===== src/rtl/cpu_pkg.sv =====
// Shared control-word bit map, status flag indices and multiplier FSM states,
// common to the control unit and the execution stage.
package cpu_pkg;

   localparam int unsigned CS_MBR2BR    = 6;
   localparam int unsigned CS_ACC2ALU   = 7;
   localparam int unsigned CS_MBR2ACC   = 10;
   localparam int unsigned CS_ACC2MBR   = 11;
   localparam int unsigned CS_BR2ALU    = 14;
   localparam int unsigned CS_MR2MBR    = 15;
   localparam int unsigned CS_ALU2MBR   = 16;
   localparam int unsigned CS_ACC_CLEAR = 21;
   localparam int unsigned CS_ADD       = 22;
   localparam int unsigned CS_SUB       = 23;
   localparam int unsigned CS_AND       = 24;
   localparam int unsigned CS_OR        = 25;
   localparam int unsigned CS_NOT       = 26;
   localparam int unsigned CS_LSL       = 27;
   localparam int unsigned CS_LSR       = 28;
   localparam int unsigned CS_MPY       = 29;
   localparam int unsigned CS_ASL       = 30;
   localparam int unsigned CS_ASR       = 31;

   localparam logic [31:0] CS_OP_MASK = 32'hFFC0_0000;

   localparam int unsigned FL_SIGN  = 0;
   localparam int unsigned FL_ZERO  = 1;
   localparam int unsigned FL_CARRY = 2;
   localparam int unsigned FL_OVF   = 3;
   localparam int unsigned FL_ILL   = 4;

   typedef enum logic [1:0] {
      MUL_IDLE,
      MUL_RUN,
      MUL_FIX
   } mul_state_e;

endpackage


===== src/rtl/seq_mul.sv =====
// Iterative shift-add multiplier on operand magnitudes; one partial-product step
// per cycle, sign applied to the result in the FIX state.
module seq_mul
   import cpu_pkg::*;
#(
   parameter int unsigned DATA_W = 16
) (
   input  logic                  clk,
   input  logic                  rst,
   input  logic                  start_i,
   input  logic                  abort_i,
   input  logic [DATA_W-1:0]     a_i,
   input  logic [DATA_W-1:0]     b_i,
   output logic                  busy_o,
   output logic                  done_o,
   output logic [2*DATA_W-1:0]   product_o
);

   localparam int unsigned CNT_W = $clog2(DATA_W);

   mul_state_e              state_q, state_d;
   logic [2*DATA_W-1:0]     mcand_q, mcand_d;
   logic [DATA_W:0]         mplier_q, mplier_d;
   logic [2*DATA_W-1:0]     prod_q, prod_d;
   logic [CNT_W-1:0]        cnt_q, cnt_d;
   logic                    neg_q, neg_d;

   // One extra bit so the most-negative operand has a representable magnitude.
   logic [DATA_W:0]         a_ext, b_ext, mag_a, mag_b;

   always_comb begin
      a_ext = {a_i[DATA_W-1], a_i};
      b_ext = {b_i[DATA_W-1], b_i};
      mag_a = a_ext[DATA_W] ? -a_ext : a_ext;
      mag_b = b_ext[DATA_W] ? -b_ext : b_ext;
   end

   always_ff @(posedge clk or negedge rst) begin
      if (!rst) begin
         state_q  <= MUL_IDLE;
         mcand_q  <= '0;
         mplier_q <= '0;
         prod_q   <= '0;
         cnt_q    <= '0;
         neg_q    <= 1'b0;
      end else begin
         state_q  <= state_d;
         mcand_q  <= mcand_d;
         mplier_q <= mplier_d;
         prod_q   <= prod_d;
         cnt_q    <= cnt_d;
         neg_q    <= neg_d;
      end
   end

   always_comb begin
      state_d  = state_q;
      mcand_d  = mcand_q;
      mplier_d = mplier_q;
      prod_d   = prod_q;
      cnt_d    = cnt_q;
      neg_d    = neg_q;
      unique case (state_q)
         MUL_IDLE: begin
            if (start_i) begin
               mcand_d  = {{(DATA_W-1){1'b0}}, mag_a};
               mplier_d = mag_b;
               prod_d   = '0;
               cnt_d    = '0;
               neg_d    = a_i[DATA_W-1] ^ b_i[DATA_W-1];
               state_d  = MUL_RUN;
            end
         end
         MUL_RUN: begin
            if (mplier_q[0]) prod_d = prod_q + mcand_q;
            mcand_d  = mcand_q << 1;
            mplier_d = mplier_q >> 1;
            cnt_d    = cnt_q + CNT_W'(1);
            if (cnt_q == CNT_W'(DATA_W-1)) state_d = MUL_FIX;
         end
         MUL_FIX: state_d = MUL_IDLE;
         default: state_d = MUL_IDLE;
      endcase
      if (abort_i) state_d = MUL_IDLE;
   end

   assign busy_o    = (state_q != MUL_IDLE);
   assign done_o    = (state_q == MUL_FIX);
   assign product_o = neg_q ? -prod_q : prod_q;

endmodule


===== src/rtl/alu_acc.sv =====
// Execution stage: ACC/BR/MR registers, single-cycle ALU ops driven by the
// one-hot control word, and status flags returned to the control unit.
module alu_acc
   import cpu_pkg::*;
#(
   parameter int unsigned DATA_W = 16,
   parameter int unsigned FLAG_W = 8
) (
   input  logic              clk,
   input  logic              rst,
   input  logic [31:0]       control_signal,
   input  logic [DATA_W-1:0] mbr_in,
   output logic [DATA_W-1:0] data_to_mbr,
   output logic              mbr_wr,
   output logic [DATA_W-1:0] acc_out,
   output logic [FLAG_W-1:0] flags,
   output logic              busy
);

   logic [DATA_W-1:0]   acc_q, acc_d;
   logic [DATA_W-1:0]   br_q, br_d;
   logic [DATA_W-1:0]   mr_q, mr_d;
   logic [FLAG_W-1:0]   flags_q, flags_d;

   logic [31:0]         op_bits, op_one;
   logic                op_live, op_multi;
   logic [DATA_W:0]     sum, diff;
   logic                mul_start, mul_busy, mul_done;
   logic [2*DATA_W-1:0] mul_prod;

   seq_mul #(.DATA_W(DATA_W)) u_mul (
      .clk       (clk),
      .rst       (rst),
      .start_i   (mul_start),
      .abort_i   (control_signal[CS_ACC_CLEAR]),
      .a_i       (acc_q),
      .b_i       (br_q),
      .busy_o    (mul_busy),
      .done_o    (mul_done),
      .product_o (mul_prod)
   );

   // Isolate the lowest-index op bit; extra op bits only raise the illegal flag.
   always_comb begin
      op_bits  = control_signal & CS_OP_MASK;
      op_one   = op_bits & (~op_bits + 32'd1);
      op_multi = (op_bits & (op_bits - 32'd1)) != '0;
      op_live  = !mul_busy && (op_bits != '0);
      sum      = {1'b0, acc_q} + {1'b0, br_q};
      diff     = {1'b0, acc_q} - {1'b0, br_q};
   end

   always_ff @(posedge clk or negedge rst) begin
      if (!rst) begin
         acc_q   <= '0;
         br_q    <= '0;
         mr_q    <= '0;
         flags_q <= FLAG_W'(2);
      end else begin
         acc_q   <= acc_d;
         br_q    <= br_d;
         mr_q    <= mr_d;
         flags_q <= flags_d;
      end
   end

   always_comb begin
      acc_d     = acc_q;
      br_d      = br_q;
      mr_d      = mr_q;
      flags_d   = flags_q;
      mul_start = 1'b0;
      if (control_signal[CS_MBR2BR])  br_d  = mbr_in;
      if (control_signal[CS_MBR2ACC]) acc_d = mbr_in;
      if (op_live) begin
         flags_d[FL_ILL] = op_multi;
         if (op_one[CS_ADD]) begin
            acc_d             = sum[DATA_W-1:0];
            flags_d[FL_CARRY] = sum[DATA_W];
            flags_d[FL_OVF]   = (acc_q[DATA_W-1] == br_q[DATA_W-1]) &&
                                (sum[DATA_W-1] != acc_q[DATA_W-1]);
         end else if (op_one[CS_SUB]) begin
            acc_d             = diff[DATA_W-1:0];
            flags_d[FL_CARRY] = ~diff[DATA_W];
            flags_d[FL_OVF]   = (acc_q[DATA_W-1] != br_q[DATA_W-1]) &&
                                (diff[DATA_W-1] != acc_q[DATA_W-1]);
         end else if (op_one[CS_AND] || op_one[CS_OR] || op_one[CS_NOT]) begin
            acc_d             = op_one[CS_AND] ? (acc_q & br_q) :
                                op_one[CS_OR]  ? (acc_q | br_q) : ~br_q;
            flags_d[FL_CARRY] = 1'b0;
            flags_d[FL_OVF]   = 1'b0;
         end else if (op_one[CS_LSL]) begin
            acc_d             = acc_q << 1;
            flags_d[FL_CARRY] = acc_q[DATA_W-1];
         end else if (op_one[CS_LSR]) begin
            acc_d             = acc_q >> 1;
            flags_d[FL_CARRY] = acc_q[0];
         end else if (op_one[CS_MPY]) begin
            mul_start = 1'b1;
         end else if (op_one[CS_ASL]) begin
            acc_d             = acc_q << 1;
            flags_d[FL_CARRY] = acc_q[DATA_W-1];
            flags_d[FL_OVF]   = acc_q[DATA_W-1] ^ acc_q[DATA_W-2];
         end else begin
            acc_d             = {acc_q[DATA_W-1], acc_q[DATA_W-1:1]};
            flags_d[FL_CARRY] = acc_q[0];
         end
      end
      if (mul_done && !control_signal[CS_ACC_CLEAR]) begin
         {mr_d, acc_d}     = mul_prod;
         flags_d[FL_CARRY] = 1'b0;
         flags_d[FL_OVF]   = 1'b0;
         flags_d[FL_SIGN]  = mul_prod[2*DATA_W-1];
         flags_d[FL_ZERO]  = (mul_prod == '0);
      end else begin
         if (control_signal[CS_ACC_CLEAR]) acc_d = '0;
         flags_d[FL_SIGN] = acc_d[DATA_W-1];
         flags_d[FL_ZERO] = (acc_d == '0);
      end
   end

   always_comb begin
      data_to_mbr = '0;
      if (control_signal[CS_ACC2MBR])
         data_to_mbr = acc_q;
      else if (control_signal[CS_MR2MBR] || control_signal[CS_ALU2MBR])
         data_to_mbr = mr_q;
   end

   assign mbr_wr  = control_signal[CS_ACC2MBR] | control_signal[CS_MR2MBR] |
                    control_signal[CS_ALU2MBR];
   assign acc_out = acc_q;
   assign flags   = flags_q;
   assign busy    = mul_busy;

endmodule


===== config.mk =====
export PLATFORM = sky130hd
export DESIGN_NAME = alu_acc
export DESIGN_NICKNAME = d
export VERILOG_FILES = /design/src/rtl/cpu_pkg.sv /design/src/rtl/seq_mul.sv /design/src/rtl/alu_acc.sv
export SDC_FILE = /design/constraint.sdc
export NUM_CORES = 1
export LEC_CHECK = 0
export ABC_CLOCK_PERIOD_IN_PS = 3500
export CAP_MARGIN = 30
export CORE_ASPECT_RATIO = 1.2
export CORE_UTILIZATION = 36
export CTS_CLUSTER_SIZE = 25
export DETAILED_ROUTE_END_ITERATION = 12
export HOLD_SLACK_MARGIN = 0.15
export MAX_ROUTING_LAYER = met4
export PLACE_DENSITY = 0.51
export SYNTH_ARGS = -nofsm -noshare
export SYNTH_HDL_FRONTEND = slang
export SYNTH_SLANG_ARGS = --single-unit

===== constraint.sdc =====
create_clock -name clk -period 3.5 [get_ports clk]
set_input_delay 0.7 -clock clk [delete_from_list [all_inputs] [get_ports clk]]
set_output_delay 0.7 -clock clk [all_outputs]
set_load 0.01 [all_outputs]

==> flow_summary.html <==
<table>
<tr><th>Metric</th><th>Value</th></tr>
<tr><th colspan="2">Die</th></tr>
<tr><td>I/O pin count</td><td>92</td></tr>
<tr><td>Initial core utilization</td><td>36.8%</td></tr>
<tr><td>Die Width</td><td>173 um</td></tr>
<tr><td>Height of the chip</td><td>207 um</td></tr>
<tr><td>Core area</td><td>0.0343 mm^2</td></tr>
<tr><td>Die outline area</td><td>0.0358 mm^2</td></tr>
<tr><td># rows</td><td>74</td></tr>
<tr><th colspan="2">Drt</th></tr>
<tr><td>Iteration count of the initial detailed-routing pass</td><td>5</td></tr>
<tr><td>Final routed DRC violation total</td><td>0</td></tr>
<tr><td>Via count normalized by instance count</td><td>5.78</td></tr>
<tr><td>Total number of vias</td><td>13300</td></tr>
<tr><td>Number of DRC violations after detailed-routing iteration 0</td><td>807</td></tr>
<tr><td>Routed wire per std cell</td><td>24.3 um</td></tr>
<tr><td>Post-Route WL</td><td>56.0 mm</td></tr>
<tr><td>Antenna violation net count after detailed routing</td><td>0</td></tr>
<tr><th colspan="2">Synthesis</th></tr>
<tr><td>Compound-gate portion of the synthesized area</td><td>25.9%</td></tr>
<tr><td>Number of enable-type register cells in the synthesized netlist</td><td>0</td></tr>
<tr><td>Prevailing post-synth register cell</td><td>sky130_fd_sc_hd__dfrtp_1</td></tr>
<tr><td>Multiplexer share of the synthesized area</td><td>3.75%</td></tr>
<tr><td>Gate Count Post-Synth</td><td>1610</td></tr>
<tr><td>Fraction of the yosys area taken by sequential cells</td><td>28.0%</td></tr>
<tr><td>Unique masters post-synth</td><td>77</td></tr>
<tr><td>Post-Syn Area</td><td>0.0126 mm^2</td></tr>
<tr><td>Yosys warning total</td><td>0</td></tr>
<tr><td>Post-Synth Adder-Cell Area</td><td>9.31%</td></tr>
<tr><td>Syn avg cell area</td><td>7.83 um^2</td></tr>
<tr><td>Async set or reset register ratio after synthesis</td><td>100%</td></tr>
<tr><td>Main combinational cell family by area after synthesis</td><td>compound AO/OA/AOI/OAI gates</td></tr>
<tr><td>Area share of and/or/nand/nor cells after synthesis</td><td>20.9%</td></tr>
<tr><td>Flop and latch count out of synthesis</td><td>141</td></tr>
<tr><td>Synthesized-area fraction occupied by xor and xnor cells</td><td>6.53%</td></tr>
<tr><th colspan="2">CTS</th></tr>
<tr><td>TritonCTS sink count</td><td>141</td></tr>
<tr><td>Number of H-tree levels</td><td>4</td></tr>
<tr><td>CTS Root Cell</td><td>sky130_fd_sc_hd__clkbuf_16</td></tr>
<tr><td>Number of buffers created by CTS</td><td>17</td></tr>
<tr><td>Post-CTS setup-driven buffer insertion count</td><td>0</td></tr>
<tr><td>Worst-case clock buffer depth</td><td>2</td></tr>
<tr><td>CTS tree</td><td>done</td></tr>
<tr><td>Clk Latency, worst-skew pair</td><td>450 ps</td></tr>
<tr><td>Clk slew on worst S/H paths</td><td>70 ps</td></tr>
<tr><th colspan="2">Critical path</th></tr>
<tr><td>Slowest cell on the critical path</td><td>sky130_fd_sc_hd__a32oi_1</td></tr>
<tr><td>Kind of critical path</td><td>flop to flop</td></tr>
<tr><td>Critical path launch point</td><td>acc_out[0]$_DFF_PN0_</td></tr>
<tr><td>Data required time at the worst endpoint</td><td>3870 ps</td></tr>
<tr><td>Startpoint of the worst register-to-register path</td><td>acc_out[0]$_DFF_PN0_</td></tr>
<tr><td>FF-to-FF setup slack</td><td>60 ps</td></tr>
<tr><td>Sort of element at the end of the critical path</td><td>flop</td></tr>
<tr><td>Largest stage delay on the critical path</td><td>500 ps</td></tr>
<tr><td>End of the worst register-to-register path</td><td>flags[1]$_DFF_PN1_</td></tr>
<tr><td>Startpoint class of the critical path</td><td>flop</td></tr>
<tr><td>Worst Reg-to-Reg Cells</td><td>15</td></tr>
<tr><td>Ordered list of cells on the worst path</td><td>inv_1 -&gt; ha_1 -&gt; inv_1 -&gt; fa_1 -&gt; buf_4 -&gt; nor2b_1 -&gt; o21ai_0 -&gt; buf_4 -&gt; and3_1 -&gt; nor3_1 -&gt; nand3b_1 -&gt; a32oi_1 -&gt; and2_1 -&gt; nand4_1 -&gt; o21ai_1</td></tr>
<tr><td>Peak fanout along the critical path</td><td>3</td></tr>
<tr><td>Arrival @ worst endpoint</td><td>3810 ps</td></tr>
<tr><th colspan="2">GRT</th></tr>
<tr><td>Maximum number of pins on one net before global-route repair</td><td>63</td></tr>
<tr><td>Gr ovfl total</td><td>0</td></tr>
<tr><td>Number of antenna violations at the first check in global routing</td><td>0</td></tr>
<tr><td>Via count of the first global-routing pass</td><td>13100</td></tr>
<tr><td>Total GRT Usage</td><td>32.6%</td></tr>
<tr><td>Global-route wire length before repair</td><td>83.0 mm</td></tr>
<tr><th colspan="2">Placed design</th></tr>
<tr><td>Cell count after placement</td><td>2268</td></tr>
<tr><td>Buffers added on ports</td><td>72</td></tr>
<tr><td>GPL Wtd Cong</td><td>1.02</td></tr>
<tr><td>DP HPWL</td><td>44.9 mm</td></tr>
<tr><td>Setup WS pre-CTS</td><td>-68.9 ps</td></tr>
<tr><td>Post-Place Cell Area</td><td>0.0153 mm^2</td></tr>
<tr><th colspan="2">Timing</th></tr>
<tr><td>Final Hold Fails</td><td>0</td></tr>
<tr><td>Min setup slack post-route</td><td>62.5 ps</td></tr>
<tr><td>RSZ-0062 raised after global routing</td><td>false</td></tr>
<tr><td>Final clock period utilization by the worst path</td><td>98.2%</td></tr>
<tr><td>Max_slew headroom</td><td>55.2%</td></tr>
<tr><td>Setup tns final</td><td>0 ps</td></tr>
<tr><td>Number of pins with negative max-slew slack in the final report</td><td>0</td></tr>
<tr><td>Slew at the pin with the worst max-slew slack</td><td>663 ps</td></tr>
<tr><td>Crit path time final</td><td>3440 ps</td></tr>
<tr><td>Final-report setup violation count</td><td>0</td></tr>
<tr><td>Clock tree skew after final layout</td><td>12.8 ps</td></tr>
<tr><td>F_max</td><td>291 MHz</td></tr>
<tr><th colspan="2">Flow run</th></tr>
<tr><td>Count of max-cap constraint violations</td><td>0</td></tr>
<tr><th colspan="2">Pwr</th></tr>
<tr><td>Sum of internal, switching and leakage power</td><td>0.00837 W</td></tr>
<tr><td>Leakage power</td><td>6.89 nW</td></tr>
<tr><td>Power density of the placed cells</td><td>528 mW/mm^2</td></tr>
<tr><td>Largest vdd supply drop</td><td>0.341 mV</td></tr>
<tr><th colspan="2">Final layout</th></tr>
<tr><td>Ratio of cells with drive above 1 in the final layout</td><td>16.6%</td></tr>
<tr><td>Non-filler cells, final</td><td>2301</td></tr>
<tr><td>Most frequent cells in the layout</td><td>sky130_fd_sc_hd__buf_4, sky130_fd_sc_hd__nand2_1, sky130_fd_sc_hd__o21ai_0, sky130_fd_sc_hd__dfrtp_1, sky130_fd_sc_hd__nor2_1</td></tr>
<tr><td>Most frequent standard cell in the layout excluding fill and tap cells</td><td>sky130_fd_sc_hd__buf_4</td></tr>
<tr><td>Antenna cells</td><td>0</td></tr>
<tr><td>Final design instance area without fill</td><td>0.0159 mm^2</td></tr>
<tr><td>Net count of the finished layout</td><td>1974</td></tr>
<tr><td>Synth-to-layout area growth</td><td>26.0%</td></tr>
<tr><th colspan="2">Worst hold path</th></tr>
<tr><td>Path category of the worst min-delay check</td><td>flop to flop</td></tr>
<tr><td>Worst hold path cell count</td><td>2</td></tr>
<tr><td>Start point of the worst hold path</td><td>mr_q[11]$_DFFE_PN0P_</td></tr>
<tr><td>Min-Delay Endpoint</td><td>mr_q[11]$_DFFE_PN0P_</td></tr>
<tr><th colspan="2">Run status</th></tr>
<tr><td>Result of the run</td><td>complete, no violations</td></tr>
</table>
-- state kept, by name, summed over array words and instances (netlist names) --
signal and cells:
u_mul.mcand_q 32, u_mul.prod_q 32, u_mul.mplier_q 17, acc_out 16, br_q 16, mr_q 16, flags 5, u_mul.cnt_q 4
u_mul.state_q 2, u_mul.neg_q 1
-- cells by family (layout without fill, tap and decap cells) --
family,Yosys count,in the layout
AOI/OAI and AO/OA,519,519
DFF,141,141
adders and majority gates,92,92
muxes,46,46
buffers and inverters,179,412
xor gates and xnor gates,94,94
and+or+nand+nor,538,538
other,1,3
-- repair_timing --
| action | in CTS | in global routing |
|---|---|---|
| setup endpoints to repair | 0 | 3 |
| resized for setup | 0 | 4 |
| hold buffers | 1 | 0 |
| hold endpoints to repair | 29 | 0 |
-- power breakdown --
group / internal, W / switching (W)
combinational: 0.00186 / 0.00255
clock: 0.000932 / 0.000832
sequential: 0.00189 / 0.000309
-- cells in the mapped netlist (29+ instances only) --
master,instances,area (um^2)
sky130_fd_sc_hd__xnor2_1,53,464
sky130_fd_sc_hd__nor3_1,35,175
sky130_fd_sc_hd__xor2_1,41,359
sky130_fd_sc_hd__o21ai_0,175,876
sky130_fd_sc_hd__mux2i_1,39,390
sky130_fd_sc_hd__ha_1,89,1110
sky130_fd_sc_hd__a21oi_1,94,470
sky130_fd_sc_hd__a31oi_1,29,181
sky130_fd_sc_hd__nand2_1,180,676
sky130_fd_sc_hd__nand3_1,58,290
sky130_fd_sc_hd__dfrtp_1,140,3500
sky130_fd_sc_hd__nor2_1,111,417
sky130_fd_sc_hd__clkbuf_1,88,330
sky130_fd_sc_hd__inv_1,70,263
-- critical path, delay by kind of cell (launching register included) --
kind | cells | cell delay, ps
buffers and inverters | 4 | 520
and+or+nand+nor | 6 | 940
adders and majority gates | 2 | 630
AOI/OAI and AO/OA | 3 | 910
DFF | 1 | 380
-- per-layer routing --
metal	up-vias	routed length, um	track usage [%]
li1	6306	-	-
met1	6440	22500	36.1
met2	417	28200	57.8
met3	136	2040	3.13
met4	0	3240	18.3
met5	-	0	-
-- worst max path at each step --
stage / cells after the start / end / slack, ps
floorplan: 13 / flags[3]$_DFFE_PN0P_ / 530
global placement: 11 / flags[1]$_DFF_PN1_ / -80
detailed placement: 11 / flags[1]$_DFF_PN1_ / -70
CTS: 12 / flags[1]$_DFF_PN1_ / 140
global route: 15 / flags[1]$_DFF_PN1_ / 7
finish: 15 / flags[1]$_DFF_PN1_ / 60
-- final cells by class --
class | count | area (um^2)
Clock buffer | 17 | 425
Clock inverter | 15 | 129
Fill cell | 3508 | 18400
Inverter | 70 | 263
Multi-Input combinational cell | 1292 | 8420
Sequential cell | 141 | 3530
Tap cell | 456 | 571
Timing Repair Buffer | 310 | 2540
-- through the flow --
stage | util (%) | hold WS (ps)
floorplan | - | 404
global placement | 44.6 | 463
detailed placement | 44.6 | 468
CTS | 46.3 | 485
global route | 46.3 | 510
finish | 46.3 | 478
No activity file was read; power rests on OpenSTA's default activity.
==> variant 1, RTL diff (same settings) <==
`DATA_W` is set to 16 in 2 places; all go to 32.
--- a/src/rtl/seq_mul.sv
+++ b/src/rtl/seq_mul.sv
@@ -4,5 +4,5 @@
    import cpu_pkg::*;
 #(
-   parameter int unsigned DATA_W = 16
+   parameter int unsigned DATA_W = 32
 ) (
    input  logic                  clk,
--- a/src/rtl/alu_acc.sv
+++ b/src/rtl/alu_acc.sv
@@ -4,5 +4,5 @@
    import cpu_pkg::*;
 #(
-   parameter int unsigned DATA_W = 16,
+   parameter int unsigned DATA_W = 32,
    parameter int unsigned FLAG_W = 8
 ) (
Ports: changed (resized acc_out, data_to_mbr and mbr_in); port bits go from 92 to 140. The function was not compared with the original's and may differ.
==> variant 1 against the original RTL <==
Wire length increased by 130%. Global-route usage grew 4.7 points. The flow now finishes with violations (setup timing). Worst setup slack worse by 400 ps. Synthesized cell count is 100% higher. Non-clock buffer count grew 710. Area after synthesis up 99%. Via count grew 120%. Sequential share of layout area down 3.5 points. Critical path depth up 2. First-iteration DRC count grew to 2.8 times the old value. Cell area up 130%. Sequential cell count increased by 129. Largest power group unchanged. Total power grew 140%.
==> variant 1: results (changes against the original RTL) <==
| Metric | Value |
|---|---|
| Status | `finished with violations` |
| Failing checks | `setup timing` |
| Worst-Skew Late Latency | `600 ps (+150 ps)` |
| Peak VDD IR | `0.456 mV (+34%)` |
| Final nets | `4324 (+120%)` |
| Psw | `8.86 mW (+140%)` |
| Leak Pwr | `16.1 nW (+130%)` |
| Biggest regs | `u_mul.mcand_q: 64 flops, u_mul.prod_q: 64 flops, u_mul.mplier_q: 33 flops` |
| Commonest cells in the netlist | `410 x nand2_1, 373 x o21ai_0, 269 x dfrtp_1` |
| Met3 WL | `7.70 mm (+280%)` |
| Iteration-0 DRC count of the detailed router | `2281 (+180%)` |
| Clock Skew | `23.4 ps (+10.7 ps)` |
| Clock slew at reported path FFs | `60 ps` |
| Hold EP | `mr_q[13]` |
| FF-to-FF path depth | `17 (+2)` |
| # setup viols final | `10 (+10)` |
| Tot GR Track Use | `0.373 (+0.0469)` |
| Worst hold margin | `479 ps (+1.75 ps)` |
| Largest net degree at the start of global routing | `70 (+11%)` |
| Met2 WL post-DR | `61.8 mm (+120%)` |
| PnR worst setup slack | `-341 ps (-404 ps)` |
| Antenna violations before repair | `3 (+3)` |
| Max H-tree Level | `2 (-2)` |
| Hold Crit Class | `flop to flop` |
| Share of post-route cells with drive strength above 1 | `0.294 (+0.128)` |
| Register area share after synthesis | `0.270 (-0.0102)` |
| Synth area leaders | `dfrtp_1 27%, ha_1 8.7%, o21ai_0 7.5%` |
| Clock Path Buffers | `3 (+1)` |
| First-pass GRT wire length | `191 mm (+130%)` |
| Routed WL | `131 mm (+130%)` |
| CTS buffer count | `36 (+19)` |
| Critical Path Fanout Max | `4 (+1)` |
| Count of cell types in the netlist | `94 (+22%)` |
| Vias | `29200 (+120%)` |
| Worst-Margin Slew | `767 ps (+103 ps)` |
| M1 wire length | `54.1 mm (+140%)` |
| RR Startpoint | `acc_out[12]` |
| GP Congestion | `1.04 (+1.7%)` |
| IO Port Bufs | `120 (+67%)` |
| Worst hold start | `mr_q[13]` |
| DPL Wire Length | `103 mm (+130%)` |
-- variant 1: per-stage QoR --
step	worst slack (ps)	TNS (ps)	instances	power [mW]	cell area (sq um)
6_report	-341	-1100	5019	20.3	36000
5_1_grt	-523	-1880	5018	21.3	36000
4_1_cts	-262	-722	4999	19.7	35300
3_5_place_dp	-1030	-12900	4920	15.0	33300
3_3_place_gp	-1060	-12540	4920	15.0	33300
2_1_floorplan	-35.4	-35.4	3249	9.50	25100
-- variant 1: cell families (layout without fill, tap and decap cells) --
group,count (synthesis),after routing,synth area share
multiplexers,81,81,0.0328
XOR/XNOR,209,209,0.0731
adder cells (fa/ha/maj),178,178,0.0897
buffers and inverters,344,1203,0.0533
AND/OR/NAND/NOR,1053,1053,0.198
flip-flops,270,270,0.270
other,1,5,0.000150
AO/OA/AOI/OAI,1111,1111,0.283
-- variant 1: per-layer routing --
metal / global-route usage / vias to the layer above
li1: - / 13500
met1: 0.456 / 14200
met2: 0.614 / 1153
met3: 0.0418 / 311
met4: 0.171 / 0
met5: - / -
-- variant 1: timing repair --
item	in CTS	in global routing
hold buffers	1	0
cloned	0	0
endpoints found under the setup margin	29	34
gates resized for setup	139	126
setup buffers	13	19
pin swaps	42	68
endpoints found under the hold margin	52	0
-- variant 1: power groups by stage --
stage / clock [mW] / sequential (mW) / combinational, mW
2_1_floorplan: 0 / 4.08 / 5.42
3_3_place_gp: 0 / 4.00 / 11.0
3_5_place_dp: 0 / 4.01 / 11.0
4_1_cts: 4.20 / 3.98 / 11.6
5_1_grt: 4.30 / 4.04 / 13.0
6_report: 4.11 / 3.99 / 12.2
-- variant 1: worst max-delay path by stage --
stage,from,endpoint,slack [ps],cells past startpoint
2_1_floorplan,control_signal[27],flags[1],-40,15
3_3_place_gp,control_signal[28],flags[1],-1060,14
3_5_place_dp,control_signal[28],flags[1],-1030,14
4_1_cts,br_q[0],flags[1],-260,16
5_1_grt,acc_out[12],flags[1],-520,17
6_report,acc_out[12],flags[1],-340,17
-- variant 1: worst max-delay path: stages (launching register included) --
cell and delay [ps]:
dfrtp_1 390, buf_4 180, ha_1 260, buf_4 180, o21ai_0 230, nand2b_1 140
a31oi_1 200, buf_4 180, buf_4 120, and2_4 190, o21bai_1 100, xor2_1 190
a221o_1 410, a2111oi_2 280, and4b_1 280, and4b_1 250, nand4b_1 110, nand2_1 80
-- variant 1: cell type report --
cell class              instances  area (sq um)
fillers                      6716         32500
repair buffers               1020          8200
clock inverters                19           317
well taps                     909          1140
flip-flops and latches        270          6770
multi-input cells            2635         18200
inverters                     118           454
clock buffers                  46           978
diodes                          2          5.00
==> variant 2, RTL diff (same settings) <==
Without the edit above. Take the reset off `mr_q` and load it in a clocked block of its own.
--- a/src/rtl/alu_acc.sv
+++ b/src/rtl/alu_acc.sv
@@ -55,12 +55,14 @@
          acc_q   <= '0;
          br_q    <= '0;
-         mr_q    <= '0;
          flags_q <= FLAG_W'(2);
       end else begin
          acc_q   <= acc_d;
          br_q    <= br_d;
-         mr_q    <= mr_d;
          flags_q <= flags_d;
       end
+   end
+
+   always_ff @(posedge clk) begin
+      mr_q <= mr_d;
    end
 
Behaviour: no difference found for any inputs over 4 cycles, from zero or initial values and one cycle with rst low; that may be too few to reach the edited logic, so the function may still have changed.
==> variant 2 against the original RTL <==
Clock power about the same. Non-clock buffer count down 11. Sequential share of layout area up 0.86 points. Critical path depth down 1. Cell area down 1.6%. Synthesized cell count down 4.8%. Sequential cell count unchanged. Total power down 6.4%. Worst setup slack worse by 38 ps. Global-route usage down 1.9 points. Wire length down 8.5%. Area after synthesis down 2.0%. Critical path type unchanged. Critical endpoint unchanged. Largest power group unchanged.
==> variant 2: results (changes against the original RTL) <==
| Metric | Value |
|---|---|
| First-pass GRT wire length | `76.5 mm (-7.9%)` |
| Mux cell area share after synthesis | `0.0259 (-0.0116)` |
| GP Congestion | `1.02 (-0.12%)` |
| Hold Buf Count CTS | `0 (-1)` |
| Arrival @ worst endpoint | `3850 ps (+40 ps)` |
| Leak Pwr | `6.70 nW (-2.8%)` |
| Iteration-0 DRC count of the detailed router | `834 (+3.3%)` |
| CP top delay family | `compound AO/OA/AOI/OAI gates` |
| Non-filler instance count after layout | `2227 (-3.2%)` |
| Share of post-route cells with drive strength above 1 | `0.172 (+0.00524)` |
| Post-Syn Instances | `1532 (-4.8%)` |
| Max-slew headroom | `0.369 (-0.183)` |
| Tot GR Track Use | `0.307 (-0.0191)` |
| Slowest-stage cell, CP | `fa_1` |
| Xor/xnor cell area share of the yosys netlist | `0.0631 (-0.00219)` |
| Final nets | `1906 (-3.4%)` |
| Status | `completed` |
| Count of cell types in the netlist | `98 (+27%)` |
| Critical Path Fanout Max | `5 (+2)` |
| Synth area leaders | `dfrtp_1 25%, ha_1 9.0%, o21ai_0 6.2%` |
| Post-synthesis compound-gate area fraction | `0.269 (+0.0102)` |
| R2R Setup Slk | `20 ps (-40 ps)` |
| Hold Crit Class | `input port to asynchronous set/reset pin` |
| Vias in the first global route | `12500 (-4.6%)` |
| Register area share after synthesis | `0.292 (+0.0123)` |
| Post-synth ARST share | `0.887 (-0.113)` |
| Fillcell total | `3387 (-3.4%)` |
| Area share of fa/ha/maj cells after synthesis | `0.0959 (+0.00275)` |
| Largest net degree at the start of global routing | `72 (+14%)` |
| Slowest stage delay, CP | `410 ps (-90 ps)` |
## variant 2: through the flow
stage	total power [mW]	area, sq um	setup TNS, ps	worst slack, ps	hold WS [ps]
2_1_floorplan	4.43	12400	0	550	404
3_3_place_gp	6.00	15000	-682	-419	452
3_5_place_dp	6.00	15000	-674	-348	455
4_1_cts	7.81	15600	0	6.83	312
5_1_grt	8.30	15600	-109	-109	339
6_report	7.84	15600	0	24.2	297
## variant 2: layout make-up
class | count | area [sq um] | share of cell area
Clock inverter | 14 | 119 | 0.00761
Inverter | 78 | 293 | 0.0187
Timing Repair Buffer | 299 | 2460 | 0.158
Sequential cell | 141 | 3610 | 0.231
Tap cell | 450 | 563 | 0.0360
Clock buffer | 18 | 429 | 0.0275
Multi-Input combinational cell | 1227 | 8150 | 0.522
## variant 2: routing by layer
layer	GRT usage	vias to the layer above	share of wire
met4	0.132	0	0.041
met3	0.0336	88	0.035
met5	-	-	0
met1	0.362	6166	0.42
li1	-	6076	-
met2	0.526	360	0.50
## variant 2: what timing repair did
| action | 4_1_cts | 5_1_grt |
|---|---|---|
| setup buffers | 2 | 1 |
| endpoints found under the setup margin | 1 | 4 |
| cloned | 0 | 0 |
| pin swaps | 3 | 3 |
| resized for setup | 2 | 10 |
## variant 2: path summary, 6_finish.rpt
check	start	to	cells past startpoint
min reg2reg	u_mul.mplier_q[4]	u_mul.mplier_q[3]	2
max reg2reg	acc_out[0]	flags[1]	14
max in group asynchronous	rst	flags[1]	2
min in group clk	u_mul.mplier_q[4]	u_mul.mplier_q[3]	2
max	acc_out[0]	flags[1]	14
min	rst	u_mul.cnt_q[2]	1
## variant 2: report_power, final
group / switching [mW] / internal, mW
Combinational: 2.27 / 1.67
Clock: 0.787 / 0.975
Sequential: 0.243 / 1.89
